===== src/rtl/bist_misr_compactor.sv =====
// Logic-BIST response compactor: folds the scan-chain outputs into a MISR over a
// programmed number of chain unloads, then freezes the signature and reports pass/fail.
module bist_misr_compactor #(
  parameter int                 CHAINS       = 7,
  parameter int                 WIDTH        = 16,
  parameter logic [WIDTH-1:0]   POLY         = 16'h002D,
  parameter logic [WIDTH-1:0]   SEED         = 16'h0000,
  parameter int                 CHAIN_LEN    = 33,
  parameter int                 NUM_PATTERNS = 1000,
  parameter int                 SKIP_FIRST   = 1,
  parameter logic [WIDTH-1:0]   GOLDEN       = 16'h0000
) (
  input  logic              CK,
  input  logic              COMP_reset_n,
  input  logic              bist_en,
  input  logic              scan_en,
  input  logic [CHAINS-1:0] so,
  output logic [WIDTH-1:0]  signature,
  output logic              busy,
  output logic              done,
  output logic              pass
);

  localparam int SC_W = (CHAIN_LEN > 1) ? $clog2(CHAIN_LEN) : 1;
  localparam int PC_W = $clog2(NUM_PATTERNS + 1);
  localparam logic [SC_W-1:0] SC_LAST = SC_W'(CHAIN_LEN - 1);
  localparam logic [PC_W-1:0] PC_LAST = PC_W'(NUM_PATTERNS - 1);
  localparam logic [PC_W-1:0] PC_END  = PC_W'(NUM_PATTERNS);

  typedef enum logic [1:0] {IDLE, PRIME, COMPACT, DONE} state_t;

  state_t           state;
  logic [WIDTH-1:0] sig;
  logic [SC_W-1:0]  shift_cnt;
  logic [PC_W-1:0]  pat_cnt;
  logic [WIDTH-1:0] sig_next;

  function automatic logic [WIDTH-1:0] misr_step(input logic [WIDTH-1:0] s,
                                                 input logic [CHAINS-1:0] d);
    logic [WIDTH-1:0] fb;
    fb = s[WIDTH-1] ? POLY : '0;
    return {s[WIDTH-2:0], 1'b0} ^ fb ^ WIDTH'(d);
  endfunction

  assign sig_next  = misr_step(sig, so);
  assign signature = sig;

  always_ff @(posedge CK or negedge COMP_reset_n) begin
    if (!COMP_reset_n) begin
      state     <= IDLE;
      sig       <= SEED;
      shift_cnt <= '0;
      pat_cnt   <= '0;
      busy      <= 1'b0;
      done      <= 1'b0;
      pass      <= 1'b0;
    end else if (!bist_en) begin
      // sig deliberately holds so the last signature stays observable after a session
      state     <= IDLE;
      shift_cnt <= '0;
      pat_cnt   <= '0;
      busy      <= 1'b0;
      done      <= 1'b0;
      pass      <= 1'b0;
    end else begin
      case (state)
        IDLE: begin
          sig       <= SEED;
          shift_cnt <= '0;
          pat_cnt   <= '0;
          busy      <= 1'b1;
          state     <= (SKIP_FIRST != 0) ? PRIME : COMPACT;
        end
        PRIME: begin
          if (scan_en) begin
            if (shift_cnt == SC_LAST) begin
              shift_cnt <= '0;
              state     <= COMPACT;
            end else begin
              shift_cnt <= shift_cnt + 1'b1;
            end
          end
        end
        COMPACT: begin
          if (scan_en) begin
            sig <= sig_next;
            if (shift_cnt == SC_LAST) begin
              shift_cnt <= '0;
              if (pat_cnt == PC_LAST) begin
                // last unload: the final compacted value is what gets judged
                pat_cnt <= PC_END;
                state   <= DONE;
                busy    <= 1'b0;
                done    <= 1'b1;
                pass    <= (sig_next == GOLDEN);
              end else begin
                pat_cnt <= pat_cnt + 1'b1;
              end
            end else begin
              shift_cnt <= shift_cnt + 1'b1;
            end
          end
        end
        DONE: begin
          done <= 1'b1;
          pass <= (sig == GOLDEN);
        end
        default: state <= IDLE;
      endcase
    end
  end

endmodule


===== config.mk =====
export PLATFORM = sky130hd
export DESIGN_NAME = bist_misr_compactor
export DESIGN_NICKNAME = d
export VERILOG_FILES = /design/src/rtl/bist_misr_compactor.sv
export SDC_FILE = /design/constraint.sdc
export NUM_CORES = 1
export LEC_CHECK = 0
export CORE_UTILIZATION = 40
export DETAILED_ROUTE_END_ITERATION = 16
export GPL_TIMING_DRIVEN = 1
export PLACE_DENSITY = 0.6
export SETUP_SLACK_MARGIN = 0.2
export SLEW_MARGIN = 20
export SYNTH_ARGS = -nofsm -noshare
export SYNTH_HDL_FRONTEND = slang
export SYNTH_SLANG_ARGS = --single-unit

===== constraint.sdc =====
create_clock -name CK -period 1.84 [get_ports CK]
set_clock_uncertainty 0.05 [all_clocks]
set_input_delay 0.46 -clock CK [delete_from_list [all_inputs] [get_ports CK]]
set_output_delay 0.46 -clock CK [all_outputs]
set_load 0.1 [all_outputs]

## Word level (Yosys, flattened, before mapping)

Index checks and enable logic that the tools add are counted.

| word-level totals | value |
|---|---|
| output and inout port bits | 19 |
| input bits | 11 |
| flip-flop bits (word level) | 37 |

| operators by class | value |
|---|---|
| bitwise logic cells | 2 |
| add/sub/neg operators | 2 |
| reduce and logical (&&, ||, !) cells | 11 |
| equal/unequal tests | 16 |
| multiplexer cells | 34 |

Operators by type and width:

| operator | number |
|---|---|
| $mux 10 | 4 |
| $logic_not 16->1 | 2 |
| $pmux 16 s2 | 1 |
| $mux 6 | 4 |
| $pmux 10 s2 | 1 |
| $mux 16 | 1 |
| $xor 16x6->16 | 1 |
| $xor 16x7->16 | 1 |
| $ne 3x3->1 const B | 5 |
| $mux 1 | 12 |
| $mux 2 | 6 |
| $pmux 6 s2 | 1 |
| $add 10x1->10 const B | 1 |
| $eq 10x10->1 const B | 1 |
| $reduce_and 4->1 | 2 |
| $add 6x1->6 const B | 1 |
| $eq 6x6->1 const B | 1 |
| $ne 3x1->1 const B | 2 |
| $ne 3x2->1 const B | 2 |
| $pmux 1 s2 | 3 |
| $pmux 2 s3 | 1 |
| $reduce_and 3->1 | 2 |
| $reduce_and 6->1 | 1 |
| $eq 2x2->1 const B | 2 |
| other kinds (7) | 7 |

## Logic depth before layout (Yosys ltp)

Gate-level depths: netlist (run 1).

| logic depth | value |
|---|---|
| depth in word-level cells | 9 |
| mapped depth | 9 |
| depth with buffers taken out | 7 |

## Worst setup path after synthesis (run 1)

OpenSTA, ideal clock, no wires.

| path | value |
|---|---|
| path type | register -> register |
| start | reg sig[2] (netlist: signature[2]) |
| end | reg pass |
| data required time | 1.711 ns |
| clock period less this slack | 2.223 ns |
| slack | -0.383 ns |
| data arrival time | 2.094 ns |
| stages on the path, launching flop included | 6 |
| path through | dfrtp_1 > xor2_1 > or3_1 > a2111oi_0 > o21ai_0 > mux2i_1 |

| between the ends | value |
|---|---|
| longest elaborated chain between the ends | 8 |
| elaborated cells between the ends (all ways) | 9 |
| classes of those cells | mux (5); bitwise (2); reduce/logical (2) |

Ends and longest elaborated chain:

| what | RTL line | RTL |
|---|---|---|
| start: declaration | 33 | `logic [WIDTH-1:0] sig;` |
| start signal: assignment | 86 | `sig <= sig_next;` |
| $xor 16x6->16 | 42 | `return {s[WIDTH-2:0], 1'b0} ^ fb ^ WIDTH'(d);` |
| $xor 16x7->16 | 42 |  |
| $logic_not 16->1 | 95 | `pass <= (sig_next == GOLDEN);` |
| $mux 1 | 89 | `if (pat_cnt == PC_LAST) begin` |
| $mux 1 | 87 | `if (shift_cnt == SC_LAST) begin` |
| $mux 1 | 85 | `if (scan_en) begin` |
| $pmux 1 s2 * | 66 | `case (state)` |
| $mux 1 * | 57 | `end else if (!bist_en) begin` |
| end signal: assignment | 95 |  |
| end signal: assignment | 106 | `pass <= (sig == GOLDEN);` |
| end: declaration | 21 | `output logic pass` |

Every way passes the cells marked *; elsewhere a longest branch is shown, timed or not. The select of a mux whose other input is x is not followed.
A chain may end at the register's enable or synchronous reset.

## Worst setup path in the final report (run 1)

| path | value |
|---|---|
| start | reg shift_cnt[0] |
| end | reg pat_cnt[4] |

| between the ends | value |
|---|---|
| longest elaborated chain between the ends | 3 |

Ends and longest elaborated chain:

| what | RTL line | RTL |
|---|---|---|
| start: declaration | 34 | `logic [SC_W-1:0] shift_cnt;` |
| start signal: assignment | 80 | `shift_cnt <= shift_cnt + 1'b1;` |
| start signal: assignment | 100 | `shift_cnt <= shift_cnt + 1'b1;` |
| $eq 6x6->1 | 87 |  |
| $ne 3x3->1 (no line) | - |  |
| $reduce_and 3->1 (no line) | - |  |
| end signal: assignment | 97 | `pat_cnt <= pat_cnt + 1'b1;` |
| end: declaration | 35 | `logic [PC_W-1:0] pat_cnt;` |

No other way between the ends.

==> out/summary.txt, run 1 <==
Crit Path Class: flop to flop
Area Overhead vs Synth: 55.72%
Initial Utilization: 42.27%
num rows: 25
met3 routed WL: 173 um
placed inst area: 0.002818 mm^2
crit path launch: shift_cnt[0]
Layout fillers: 383
Die Wd: 73.12 um
Top FF cell, synth: dfrtp_1
CORE AREA: 0.004786 mm^2
hpwl dp: 3445 um
reg-to-reg endpoint: pat_cnt[4]
WHS: 0.1101 ns
Reg clk slew, reported paths: 0.07 ns
CTS tree: yes
highest routed layer: met4
Ys Warns: 0
Buffers on Ports: 29
Area contributors post-synth: dfrtp_1 (46%), o21ai_0 (5.4%), a22o_1 (5.2%), ha_1 (4.3%), nand2_1 (3.7%)
DR WL met2: 2394 um
#FFs+latches synth: 37
DR DRC count: 0
maximum vdd drop: 0.0007411 V
RSZ-0062 raised after global routing: true
Total GRT Usage: 20.36%
CP Max Fanout: 3
kind of end point of the critical path: flop
fin nets: 294
TritonCTS Sinks: 37
Worst Path Required: 1.99 ns
largest net degree at the start of global routing: 25
WP data arrival: 1.99 ns
routed length per instance: 14.65 um
R2R Setup Slk: 0.0001 ns
routed wire length: 5041 um
outcome: complete, no violations
vias in the first global route: 1,700
Detail Route Antenna Nets: 0
Die ar.: 0.005347 mm^2
synthesized instance count: 207
endpoints failing setup: 0
Leak: 1.374 nW
fin. max-slew vios: 0
num ports: 30
CTS HTree Levels: 2
min Tclk post-route: 1.840 ns
synth unique cells: 40
Critical Path Source Type: flop
first-pass GRT wire length: 8211 um
relative slew slack: 62.28%
CTS max path bufs: 2
Mapped Nets: 225
Max Cap Violations: 0
Vias: 1,806
Overflow after GRT: 0
Final Hold Viols: 0
Setup WS post-layout: 0.0001303 ns
Mapped Area: 0.002023 mm^2
CTS Buf Count: 5
CTS Hold Buffers Added: 0
top cell type's share of synthesized area: 45.76%
Inserted Diodes: 0
worst r2r src: shift_cnt[0]
initial antenna violation count: 0
fin util: 65.83%
PD cells: 1164 mW/mm^2
Root Buffer: clkbuf_8
synthesized area per cell: 9.774 um^2
async set-reset flop share out of synthesis: 100.0%
Final Cell Area: 0.003151 mm^2
DP Worst Slack: -0.4278 ns
vias per inst: 5.250
met1 wire length: 2421 um
DRT iter0 DRCs: 98
R2R depth: 7
Max Fclk: 543.5 MHz
first drt pass iteration count: 4
area leader, netlist: dfrtp_1
share of cells above drive strength 1: 39.71%
period utilization: 99.99%
register area share after synthesis: 45.76%
clock latency on the worst-skew pair: 0.29 ns
Worst Hold Class: primary input to async pin
Slew @ Worst Pin: 0.5658 ns
Post-synth EDFFs: 0
Die Y: 73.12 um
RePlAce Congestion: 0.7827
-- synthesized netlist by cell type, types with 2 or more instances --
master and n:
clkbuf_1 4, nand4_1 4, and2_1 2, xor2_1 8
nor3_1 4, nand2_1 20, nand3_1 7, and3_1 5
a22o_1 12, nor2_1 17, buf_2 3, nor2b_1 2
o31ai_1 2, ha_1 7, a211oi_1 2, o21ai_0 22
dfrtp_1 37, nand2b_1 3, mux2i_1 3, nor4_1 2
inv_1 10, a21oi_1 3, xnor2_1 6, a41oi_1 2
a31oi_1 3, or3_1 3
-- flip-flops by register name (all words and copies together), names as in the netlist --
name / cells
state: 2
shift_cnt: 6
done: 1
signature: 16
pass: 1
pat_cnt: 10
busy: 1
-- logic make-up after synthesis --
group	count (synthesis)	share of synthesized area, %
and+or+nand+nor	75	20.22
buffers and inverters	18	3.896
xor gates and xnor gates	14	6.061
muxes	4	2.226
AOI/OAI and AO/OA	52	17.50
DFF	37	45.76
adders and majority gates	7	4.329
-- area by class of cell --
type                       instances  area, um^2  area share, %
clock buffer                       8       80.08          2.542
inverter                          10       37.54          1.191
multi-input combinational        152        1194          37.89
sequential                        37       945.9          30.02
tap                               67       83.83          2.661
timing repair buffer              70       809.5          25.69
-- placed cells by master, fill, tap and decap left out, drive strengths merged, types with 4 or more instances in the layout --
cell type and n:
a22o 12, and3 5, buf 61, clkbuf 8, clkdlybuf4s50 5, dfrtp 37
ha 7, inv 10, nand2 20, nand3 7, nand4 5, nor2 17
nor3 4, o21ai 22, xnor2 6, xor2 8
-- stage by stage --
step | setup TNS [ns] | power, mW | cells
global route | -0.2104 | 3.865 | 344
finish | 0 | 3.666 | 344
global placement | -4.671 | 2.762 | 324
floorplan | 0 | 2.090 | 207
detailed placement | -4.987 | 2.775 | 324
CTS | 0 | 3.466 | 338
-- where the power goes --
part	internal [mW]	switching (mW)	total (mW)
clock network	0.269	0.282	0.552
logic	0.936	1.10	2.04
registers	0.926	0.148	1.07
total	2.13	1.54	3.67
-- worst max-delay path by stage --
stage                       endpoint  slack, ns  depth (start not counted)
after floorplan                 pass       0.02                          5
after global placement          pass      -0.43                          6
after detailed placement        pass      -0.43                          6
after CTS                   state[1]       0.01                          7
after global routing      pat_cnt[4]      -0.05                          7
final                     pat_cnt[4]     0.0001                          7
-- routing by layer --
layer / vias up / track usage (%)
met5: - / 0
met1: 881 / 28.33
li1: 883 / -
met3: 6 / 4.834
met2: 36 / 31.48
met4: 0 / 5.882
-- worst max-delay path, stage by stage (launching register included) --
cell,delay [ns]
dfrtp_1,0.40
inv_2,0.08
ha_4,0.13
nor4b_4,0.21
buf_4,0.19
a41oi_4,0.11
or3_4,0.42
o31ai_2,0.17
-- what timing repair did --
| action | 4_1_cts | 5_1_grt |
|---|---|---|
| cloned | 1 | 0 |
| resized for setup | 30 | 24 |
| pin swaps | 10 | 6 |
| buffers inserted | 5 | 6 |
| setup endpoints to repair | 32 | 24 |
Power figures use the tool's default switching activity.
==> run 2: changes to the inputs <==
--- a/config.mk
+++ b/config.mk
@@ -10,7 +10,7 @@
 export GPL_TIMING_DRIVEN = 1
 export PLACE_DENSITY = 0.6
 export SETUP_SLACK_MARGIN = 0.2
-export SLEW_MARGIN = 20
+export SLEW_MARGIN = 5
 export SYNTH_ARGS = -nofsm -noshare
 export SYNTH_HDL_FRONTEND = slang
 export SYNTH_SLANG_ARGS = --single-unit
==> results of run 2 <==
Same layout as run 1: the final DEF is identical, and so are final timing and power.
==> run 3: changes to the inputs <==
--- a/config.mk
+++ b/config.mk
@@ -9,6 +9,7 @@
 export DETAILED_ROUTE_END_ITERATION = 16
 export GPL_TIMING_DRIVEN = 1
 export PLACE_DENSITY = 0.6
+export RECOVER_POWER = 25
 export SETUP_SLACK_MARGIN = 0.2
 export SLEW_MARGIN = 5
 export SYNTH_ARGS = -nofsm -noshare
==> out/summary.txt, run 3 (synthesized netlist as in run 1, its figures left out) <==
clock latency on the worst-skew pair: 0.29 ns
vias in the first global route: 1,700
endpoints failing setup: 0
Flop pwr share: 29.3%
TritonCTS Sinks: 37
Die Y: 73.12 um
most common cell after layout, fill and taps aside: buf_4
Crit Path Class: flop to flop
total power: 3.666 mW
clock group share of total power: 15.0%
CTS Hold Buffers Added: 0
WHS: 0.4106 ns
Area Overhead vs Synth: 55.66%
Buffers on Ports: 29
Vias: 1,799
Slew @ Worst Pin: 1.354 ns
GR Util met1: 28.33%
Critical Path Source Type: flop
crit-path max cell delay: 0.42 ns
Reg clk slew, reported paths: 0.07 ns
initial antenna violation count: 0
Inserted Diodes: 0
Max Fclk: 544.0 MHz
CP Max Fanout: 3
fin nets: 294
fin. max-slew vios: 0
crit-path leading delay family: simple AND/OR/NAND/NOR gates
P_sw: 1.535 mW
first-pass GRT wire length: 8211 um
Initial Utilization: 42.27%
grt peak-use layer: met2
min Tclk post-route: 1.838 ns
DR DRC count: 0
Leak: 1.371 nW
Final Hold Viols: 0
CTS HTree Levels: 2
Total GRT Usage: 20.36%
maximum vdd drop: 0.0007419 V
routed length per instance: 14.64 um
routed wire length: 5037 um
DP Worst Slack: -0.4278 ns
PD cells: 1164 mW/mm^2
num rows: 25
CTS Buf Count: 5
period utilization: 99.90%
placed inst area: 0.002818 mm^2
WP data arrival: 1.99 ns
Overflow after GRT: 0
internal power: 2.131 mW
DRT iter0 DRCs: 95
most frequent cells in the layout: buf_4 (36), dfrtp_1 (27), buf_12 (20)
met3 Usage GRT: 4.834%
Max Cap Violations: 0
Slowest-stage cell, CP: or3_4
first drt pass iteration count: 4
Logic pwr share: 55.7%
# placed instances: 324
ordered cell list for the critical path: inv_2, ha_4, nor4b_4, buf_4, a41oi_4, or3_4, o31ai_2
Setup WS post-layout: 0.001759 ns
CTS max path bufs: 2
Worst Path Required: 1.99 ns
Die ar.: 0.005347 mm^2
Setup TNS: 0 ns
num ports: 30
Register Area: 945.9 um^2
largest net degree at the start of global routing: 25
fin util: 65.80%
Root Buffer: clkbuf_8
relative slew slack: 9.747%
Worst Path Buf+Inv: 2
Detail Route Antenna Nets: 0
Largest register FFs: 16
outcome: complete, no violations
RePlAce Congestion: 0.7827
vias per inst: 5.230
Layout Cells excl Fill: 344
Die Wd: 73.12 um
Worst Hold Class: primary input to async pin
RSZ-0062 raised after global routing: true
Final Cell Area: 0.003149 mm^2
kind of end point of the critical path: flop
hpwl dp: 3445 um
footprint of the multi-input gates: 0.001194 mm^2
share of cells above drive strength 1: 39.35%
CTS tree: yes
CORE AREA: 0.004786 mm^2
met2 usage in global routing: 31.48%
sw frac: 41.88%
Layout fillers: 384
[run 3: changes by cell type in the layout (fill, tap and decap cells not counted)]
cell / previous run / this run
buf_2: 1 / 0
clkbuf_1: 3 / 4
[run 3: power by group through the flow]
stage	clock network, mW	logic (mW)	registers [mW]
after floorplan	0	0.601	1.49
after global placement	0	1.68	1.08
after detailed placement	0	1.69	1.08
after CTS	0.568	1.83	1.07
after global routing	0.603	2.17	1.09
final	0.551	2.04	1.07
[run 3: path summary, 6_finish.rpt]
kind                              startpoint             to  slack (ns)  cells past startpoint
worst max-delay path            shift_cnt[0]     pat_cnt[4]       0.002                      7
worst min-delay path            COMP_reset_n  signature[11]        0.41                      1
worst max register to register  shift_cnt[0]     pat_cnt[4]       0.002                      7
worst min register to register    pat_cnt[9]     pat_cnt[9]        0.45                      1
max in group asynchronous       COMP_reset_n   signature[1]        0.36                      1
min in group CK                   pat_cnt[9]     pat_cnt[9]        0.45                      1
[run 3: what timing repair did]
item,CTS,global route
endpoints found under the setup margin,32,24
buffers inserted,5,6
gates resized for setup,30,24
cloned,1,0
pin swaps,10,6
endpoints found under the hold margin,0,0
[run 3: layout make-up]
type	instances	area share (%)
Multi-Input combinational cell	152	37.90
Sequential cell	37	30.04
Timing Repair Buffer	70	25.67
Tap cell	67	2.662
Clock buffer	8	2.543
Inverter	10	1.192
[run 3: per-layer routing]
| layer | vias to the layer above | share of wire (%) |
|---|---|---|
| li1 | 884 | - |
| met1 | 874 | 48 |
| met5 | - | 0 |
| met2 | 35 | 47 |
| met3 | 6 | 3.2 |
| met4 | 0 | 1.0 |
